===== config.mk =====
export PLATFORM = sky130hd
export DESIGN_NAME = dht11_read_scheduler
export DESIGN_NICKNAME = d
export VERILOG_FILES = /design/src/rtl/dht11_pkg.sv /design/src/rtl/dht11_checksum.sv /design/src/rtl/dht11_read_scheduler.sv
export SDC_FILE = /design/constraint.sdc
export NUM_CORES = 1
export LEC_CHECK = 0
export CORE_AREA = 2 2 118 120
export CTS_CLUSTER_SIZE = 14
export DETAILED_ROUTE_END_ITERATION = 10
export DIE_AREA = 0 0 120 122
export PLACE_DENSITY = 0.75
export SYNTH_ARGS = -nofsm -noshare
export SYNTH_HDL_FRONTEND = slang
export SYNTH_HIERARCHICAL = 1
export SYNTH_SLANG_ARGS = --single-unit

===== constraint.sdc =====
create_clock -name clk_50MHz -period 3.5 [get_ports clk_50MHz]
set_input_delay 0.525 -clock clk_50MHz [delete_from_list [all_inputs] [get_ports clk_50MHz]]
set_output_delay 0.525 -clock clk_50MHz [all_outputs]
set_load 0.02 [all_outputs]

===== src/rtl/dht11_pkg.sv =====
// rtl/dht11_pkg.sv - shared states, status codes and frame slices for the DHT11 scheduler
package dht11_pkg;

    typedef enum logic [2:0] {
        ST_IDLE,
        ST_HOLDOFF,
        ST_WAIT_DONE,
        ST_CHECK,
        ST_RESULT
    } state_e;

    localparam logic [1:0] STATUS_OK       = 2'd0;
    localparam logic [1:0] STATUS_CHECKSUM = 2'd1;
    localparam logic [1:0] STATUS_TIMEOUT  = 2'd2;
    localparam logic [1:0] STATUS_SENSOR   = 2'd3;

    localparam int FRAME_W     = 40;
    localparam int HUM_INT_MSB  = 39;
    localparam int HUM_INT_LSB  = 32;
    localparam int HUM_DEC_MSB  = 31;
    localparam int HUM_DEC_LSB  = 24;
    localparam int TEMP_INT_MSB = 23;
    localparam int TEMP_INT_LSB = 16;
    localparam int TEMP_DEC_MSB = 15;
    localparam int TEMP_DEC_LSB = 8;
    localparam int CHK_MSB      = 7;
    localparam int CHK_LSB      = 0;

endpackage


===== src/rtl/dht11_checksum.sv =====
// rtl/dht11_checksum.sv - combinational checksum test of a 40-bit DHT11 frame
module dht11_checksum
    import dht11_pkg::*;
(
    input  logic [FRAME_W-1:0] frame,
    output logic               chk_ok
);

    logic [7:0] sum;

    // Byte sum wraps modulo 256 by keeping the result 8 bits wide.
    always_comb begin
        sum = frame[HUM_INT_MSB:HUM_INT_LSB]
            + frame[HUM_DEC_MSB:HUM_DEC_LSB]
            + frame[TEMP_INT_MSB:TEMP_INT_LSB]
            + frame[TEMP_DEC_MSB:TEMP_DEC_LSB];
        chk_ok = (sum == frame[CHK_MSB:CHK_LSB]);
    end

endmodule


===== src/rtl/dht11_read_scheduler.sv =====
// rtl/dht11_read_scheduler.sv - releases the DHT11 reader per request, enforces interval, timeout and retry
module dht11_read_scheduler
    import dht11_pkg::*;
#(
    parameter int MIN_INTERVAL_CYC = 100_000_000,
    parameter int TIMEOUT_CYC      = 5_000_000,
    parameter int MAX_RETRY        = 2
) (
    input  logic               clk_50MHz,
    input  logic               rst_n,
    input  logic               req,
    output logic               busy,
    output logic               valid,
    output logic [7:0]         hum_int,
    output logic [7:0]         hum_dec,
    output logic [7:0]         temp_int,
    output logic [7:0]         temp_dec,
    output logic [1:0]         status,
    output logic [1:0]         retries,
    output logic               sensor_rst,
    input  logic               sensor_done,
    input  logic               sensor_error,
    input  logic [FRAME_W-1:0] sensor_data
);

    localparam int INT_W = $clog2(MIN_INTERVAL_CYC + 1);
    localparam int TO_W  = $clog2(TIMEOUT_CYC + 1);
    localparam logic [INT_W-1:0] INT_MAX   = INT_W'(MIN_INTERVAL_CYC);
    localparam logic [TO_W-1:0]  TO_LAST   = TO_W'(TIMEOUT_CYC - 1);
    localparam logic [1:0]       RETRY_MAX = 2'(MAX_RETRY);

    state_e             state_q, state_d;
    logic [INT_W-1:0]   int_cnt_q, int_cnt_d;
    logic [TO_W-1:0]    to_cnt_q, to_cnt_d;
    logic [1:0]         retry_q, retry_d;
    logic [FRAME_W-1:0] frame_q, frame_d;
    logic [1:0]         res_status_q, res_status_d;
    logic [7:0]         hum_int_q, hum_int_d, hum_dec_q, hum_dec_d;
    logic [7:0]         temp_int_q, temp_int_d, temp_dec_q, temp_dec_d;
    logic [1:0]         status_q, status_d, retries_q, retries_d;

    logic       ready;
    logic       chk_ok;
    logic       fail;
    logic [1:0] fail_status;

    dht11_checksum u_checksum (
        .frame  (frame_q),
        .chk_ok (chk_ok)
    );

    assign ready = (int_cnt_q == INT_MAX);

    always_comb begin
        state_d      = state_q;
        int_cnt_d    = ready ? int_cnt_q : int_cnt_q + 1'b1;
        to_cnt_d     = '0;
        retry_d      = retry_q;
        frame_d      = frame_q;
        res_status_d = res_status_q;
        hum_int_d    = hum_int_q;
        hum_dec_d    = hum_dec_q;
        temp_int_d   = temp_int_q;
        temp_dec_d   = temp_dec_q;
        status_d     = status_q;
        retries_d    = retries_q;
        fail         = 1'b0;
        fail_status  = STATUS_OK;

        case (state_q)
            ST_IDLE: begin
                if (req) begin
                    retry_d = '0;
                    state_d = ready ? ST_WAIT_DONE : ST_HOLDOFF;
                end
            end
            ST_HOLDOFF: begin
                if (ready) state_d = ST_WAIT_DONE;
            end
            ST_WAIT_DONE: begin
                to_cnt_d = to_cnt_q + 1'b1;
                // A done in the final timeout cycle still wins.
                if (sensor_done) begin
                    frame_d = sensor_data;
                    if (sensor_error) begin
                        fail        = 1'b1;
                        fail_status = STATUS_SENSOR;
                    end else begin
                        state_d = ST_CHECK;
                    end
                end else if (to_cnt_q == TO_LAST) begin
                    frame_d     = '0;
                    fail        = 1'b1;
                    fail_status = STATUS_TIMEOUT;
                end
            end
            ST_CHECK: begin
                if (chk_ok) begin
                    res_status_d = STATUS_OK;
                    state_d      = ST_RESULT;
                end else begin
                    fail        = 1'b1;
                    fail_status = STATUS_CHECKSUM;
                end
            end
            ST_RESULT: state_d = ST_IDLE;
            default:   state_d = ST_IDLE;
        endcase

        if (fail) begin
            res_status_d = fail_status;
            if (retry_q < RETRY_MAX) begin
                retry_d = retry_q + 1'b1;
                state_d = ST_HOLDOFF;
            end else begin
                state_d = ST_RESULT;
            end
        end

        // Each release restarts the interval so retries honour it too.
        if (state_d == ST_WAIT_DONE && state_q != ST_WAIT_DONE) int_cnt_d = '0;

        if (state_d == ST_RESULT && state_q != ST_RESULT) begin
            hum_int_d  = frame_d[HUM_INT_MSB:HUM_INT_LSB];
            hum_dec_d  = frame_d[HUM_DEC_MSB:HUM_DEC_LSB];
            temp_int_d = frame_d[TEMP_INT_MSB:TEMP_INT_LSB];
            temp_dec_d = frame_d[TEMP_DEC_MSB:TEMP_DEC_LSB];
            status_d   = res_status_d;
            retries_d  = retry_d;
        end
    end

    always_ff @(posedge clk_50MHz or negedge rst_n) begin
        if (!rst_n) begin
            state_q      <= ST_IDLE;
            int_cnt_q    <= '0;
            to_cnt_q     <= '0;
            retry_q      <= '0;
            frame_q      <= '0;
            res_status_q <= STATUS_OK;
            hum_int_q    <= '0;
            hum_dec_q    <= '0;
            temp_int_q   <= '0;
            temp_dec_q   <= '0;
            status_q     <= STATUS_OK;
            retries_q    <= '0;
        end else begin
            state_q      <= state_d;
            int_cnt_q    <= int_cnt_d;
            to_cnt_q     <= to_cnt_d;
            retry_q      <= retry_d;
            frame_q      <= frame_d;
            res_status_q <= res_status_d;
            hum_int_q    <= hum_int_d;
            hum_dec_q    <= hum_dec_d;
            temp_int_q   <= temp_int_d;
            temp_dec_q   <= temp_dec_d;
            status_q     <= status_d;
            retries_q    <= retries_d;
        end
    end

    assign busy       = (state_q != ST_IDLE);
    assign valid      = (state_q == ST_RESULT);
    assign sensor_rst = (state_q != ST_WAIT_DONE);
    assign hum_int    = hum_int_q;
    assign hum_dec    = hum_dec_q;
    assign temp_int   = temp_int_q;
    assign temp_dec   = temp_dec_q;
    assign status     = status_q;
    assign retries    = retries_q;

endmodule


==> results.txt <==
First-iteration detailed-routing DRC count -> 308
Largest net degree at the start of global routing -> 134
Seq cells post-synth -> 133
Max FO, Critical Path -> 4
1st-pass router iterations -> 7
Synth cell types -> 52
Syn Inst Count -> 609
Placed cells -> 863
Final core utilization -> 61.0%
Post-route minimum period -> 3.89 ns
Worst skew pair latency -> 0.41 ns
Reg2reg path depth -> 17
WL/cell -> 17.3 µm
Top area cells in the synthesized netlist -> dfrtp_1, mux2_4, nand2_1
Avg Inst Size Synth -> 10.7 µm²
Port bufs -> 83
# DRC -> 0
Final Worst Setup Slack -> -0.387 ns
Post-route ant nets -> 0
Initial antenna violation count -> 0
Setup violators final -> 40
CTS root buffer -> clkbuf_16
Worst EP arrival -> 4.19 ns
Cell area after layout -> 8240 µm²
Crit share post-route -> 111%
Core Region -> 13500 µm²
Number of cell rows -> 43
Top cell type's share of synthesized area -> 50.9%
Die Span X -> 120 µm
All-Layer GR Usage -> 22.2%
Area taken by multi-input logic gates -> 3050 µm²
CTS sink cnt -> 133
Worst slew pin tran -> 0.731 ns
R2R Path End -> retries[0]
Clock skew -> 0.00714 ns
Antenna diode count -> 0
Nets -> 773
Layout cells sized above 1 -> 13.3%
Total power -> 3.66 mW
First-pass GRT wire length -> 25200 µm
Vias in the first global route -> 5120
Ports -> 84
Setup TNS -> -13.24 ns
Register area -> 3330 µm²
Placer Congestion -> 0.842
Clk buf depth -> 2
Final Max Tran Viols -> 0
CP Class -> reg2reg
Number of synthesized flops with an enable pin -> 0
CTS Buf Count -> 17
Post-Synthesis Cell Area -> 6540 µm²
Post-DP HPWL -> 10500 µm
Failing checks -> negative setup slack
Area growth syn-to-layout -> 26.0%
Data required, critical path -> 3.80 ns
Setup slack, reg-to-reg -> -0.39 ns
R2r startpoint -> frame_q[25]
Full die area -> 14600 µm²
Fmax -> 257 MHz
Status -> finished with violations
Post-CTS Hold Buffers -> 0
Slew HR -> 51.3%
Worst setup EP type -> flop
Endpoints failing hold -> 0
Synth area leader -> dfrtp_1
LEAKAGE -> 3.61 nW
CP startpoint kind -> flop
Final instance count without filler cells -> 895
H-Tree Depth -> 4
Worst vdd ir -> 0.362 mV
Die Height -> 122 µm
Post-synth ARST share -> 100%
CP Capture Point -> retries[0]
RSZ-0062 raised after global routing -> yes
PwrDens -> 444 nW/µm²
Vias per cell -> 5.36
Net Count, Synth -> 678
DRT Wirelength -> 15500 µm
GR Overflow Total -> 0
Post-DP Area -> 7600 µm²
Synth warn -> 6
Hold Path Class -> in2async
Sequential element share of the synthesized area -> 50.9%
Via count -> 4801
Max-Cap Viols -> 0
CTS tree -> done
Clk slew on worst S/H paths -> 0.06 ns
Initial core utilization -> 48.4%
Filler cells -> 1045
Crit. Startpoint -> frame_q[25]
Synth Flop Type -> dfrtp_1
[worst min-delay path by stage]
| stage | end | slack (ns) | depth (start not counted) |
|---|---|---|---|
| 6_report | to_cnt_q[11] | 0.17 | 2 |
| 5_1_grt | to_cnt_q[13] | 0.29 | 2 |
| 4_1_cts | to_cnt_q[13] | 0.26 | 2 |
| 3_5_place_dp | res_status_q[1] | 0.46 | 2 |
| 3_3_place_gp | res_status_q[1] | 0.46 | 2 |
| 2_1_floorplan | frame_q[0] | 0.23 | 0 |
[metrics by stage]
stage / setup slack, ns / hold WS [ns]
after floorplan: -0.146 / 0.229
after global placement: -0.304 / 0.464
after detailed placement: -0.439 / 0.459
after CTS: -0.365 / 0.263
after global routing: -0.475 / 0.293
final: -0.387 / 0.173
[area by class of cell]
type                            count  share of cell area (%)
Clock buffer                       27                    6.23
Clock inverter                      3                   0.517
Inverter                           26                    1.19
Multi-Input combinational cell    428                    37.0
Sequential cell                   133                    40.4
Tap cell                          180                    2.73
Timing Repair Buffer               98                    11.9
[Yosys cell counts, types with 9 or more instances]
| cell | n |
|---|---|
| nand2_1 | 107 |
| dfrtp_1 | 133 |
| inv_1 | 25 |
| nand4_1 | 9 |
| xor2_1 | 29 |
| ha_1 | 10 |
| nor2_1 | 43 |
| clkbuf_1 | 17 |
| or3_1 | 10 |
| fa_1 | 14 |
| xnor2_1 | 30 |
| nand3_1 | 26 |
| mux2_4 | 29 |
| o21ai_0 | 46 |
[routing by layer]
metal / track usage, % / part of all wire, % / wire length [µm]
met1: 29.1 / 43 / 6700
met2: 36.9 / 51 / 7960
met3: 5.62 / 4.2 / 655
met4: 6.25 / 1.4 / 212
met5: 0 / 0 / 0
[what timing repair did]
item	in CTS	in global routing
gates resized for setup	4	9
setup endpoints to repair	39	40
pin swaps	1	4
setup buffers	0	2
[layout by cell type (no fill, tap or decap), drive strengths merged, types with 3 or more instances in the layout]
cell / n
or3: 10
xor2: 29
nor3b: 4
nor4: 5
nor4b: 3
fa: 14
a21oi: 8
clkbuf: 27
nand2: 107
inv: 26
and3: 8
nand4: 9
clkdlybuf4s50: 82
nor2: 43
buf: 16
ha: 10
mux2: 35
xnor2: 30
dfrtp: 133
nand3: 26
nor3: 8
and2: 4
o21ai: 47
[state kept, by name, summed over array words and instances (netlist names)]
register	flops
retries	2
retry_q	2
to_cnt_q	23
hum_dec	8
hum_int	8
int_cnt_q	27
res_status_q	2
state_q	3
temp_int	8
frame_q	40
temp_dec	8
status	2
[worst max-delay path, cell delays in order, from the launching register on]
cell     delay, ns
dfrtp_1       0.40
fa_1          0.56
inv_2         0.04
fa_1          0.49
inv_2         0.05
ha_4          0.16
fa_2          0.37
nand3_1       0.10
nand2_2       0.09
a31oi_4       0.21
xnor2_2       0.16
nor3_4        0.08
buf_4         0.15
or2_4         0.24
nand2_1       0.07
a21oi_1       0.05
a211o_1       0.29
mux2_2        0.26
[cells by family after synthesis]
group           share of synthesized area, %
mux                                     7.85
flops                                   50.9
fa+ha+maj                               6.20
xor+xnor                                7.90
simple gates                            17.2
compound gates                          6.34
buf+inv                                 3.64
[power by group]
group          leakage, nW  switching [mW]  internal (mW)
Sequential            1.74          0.0288           1.57
Clock                0.270           0.617           1.06
Combinational         1.59           0.200          0.179
No activity file was read; power rests on OpenSTA's default activity.
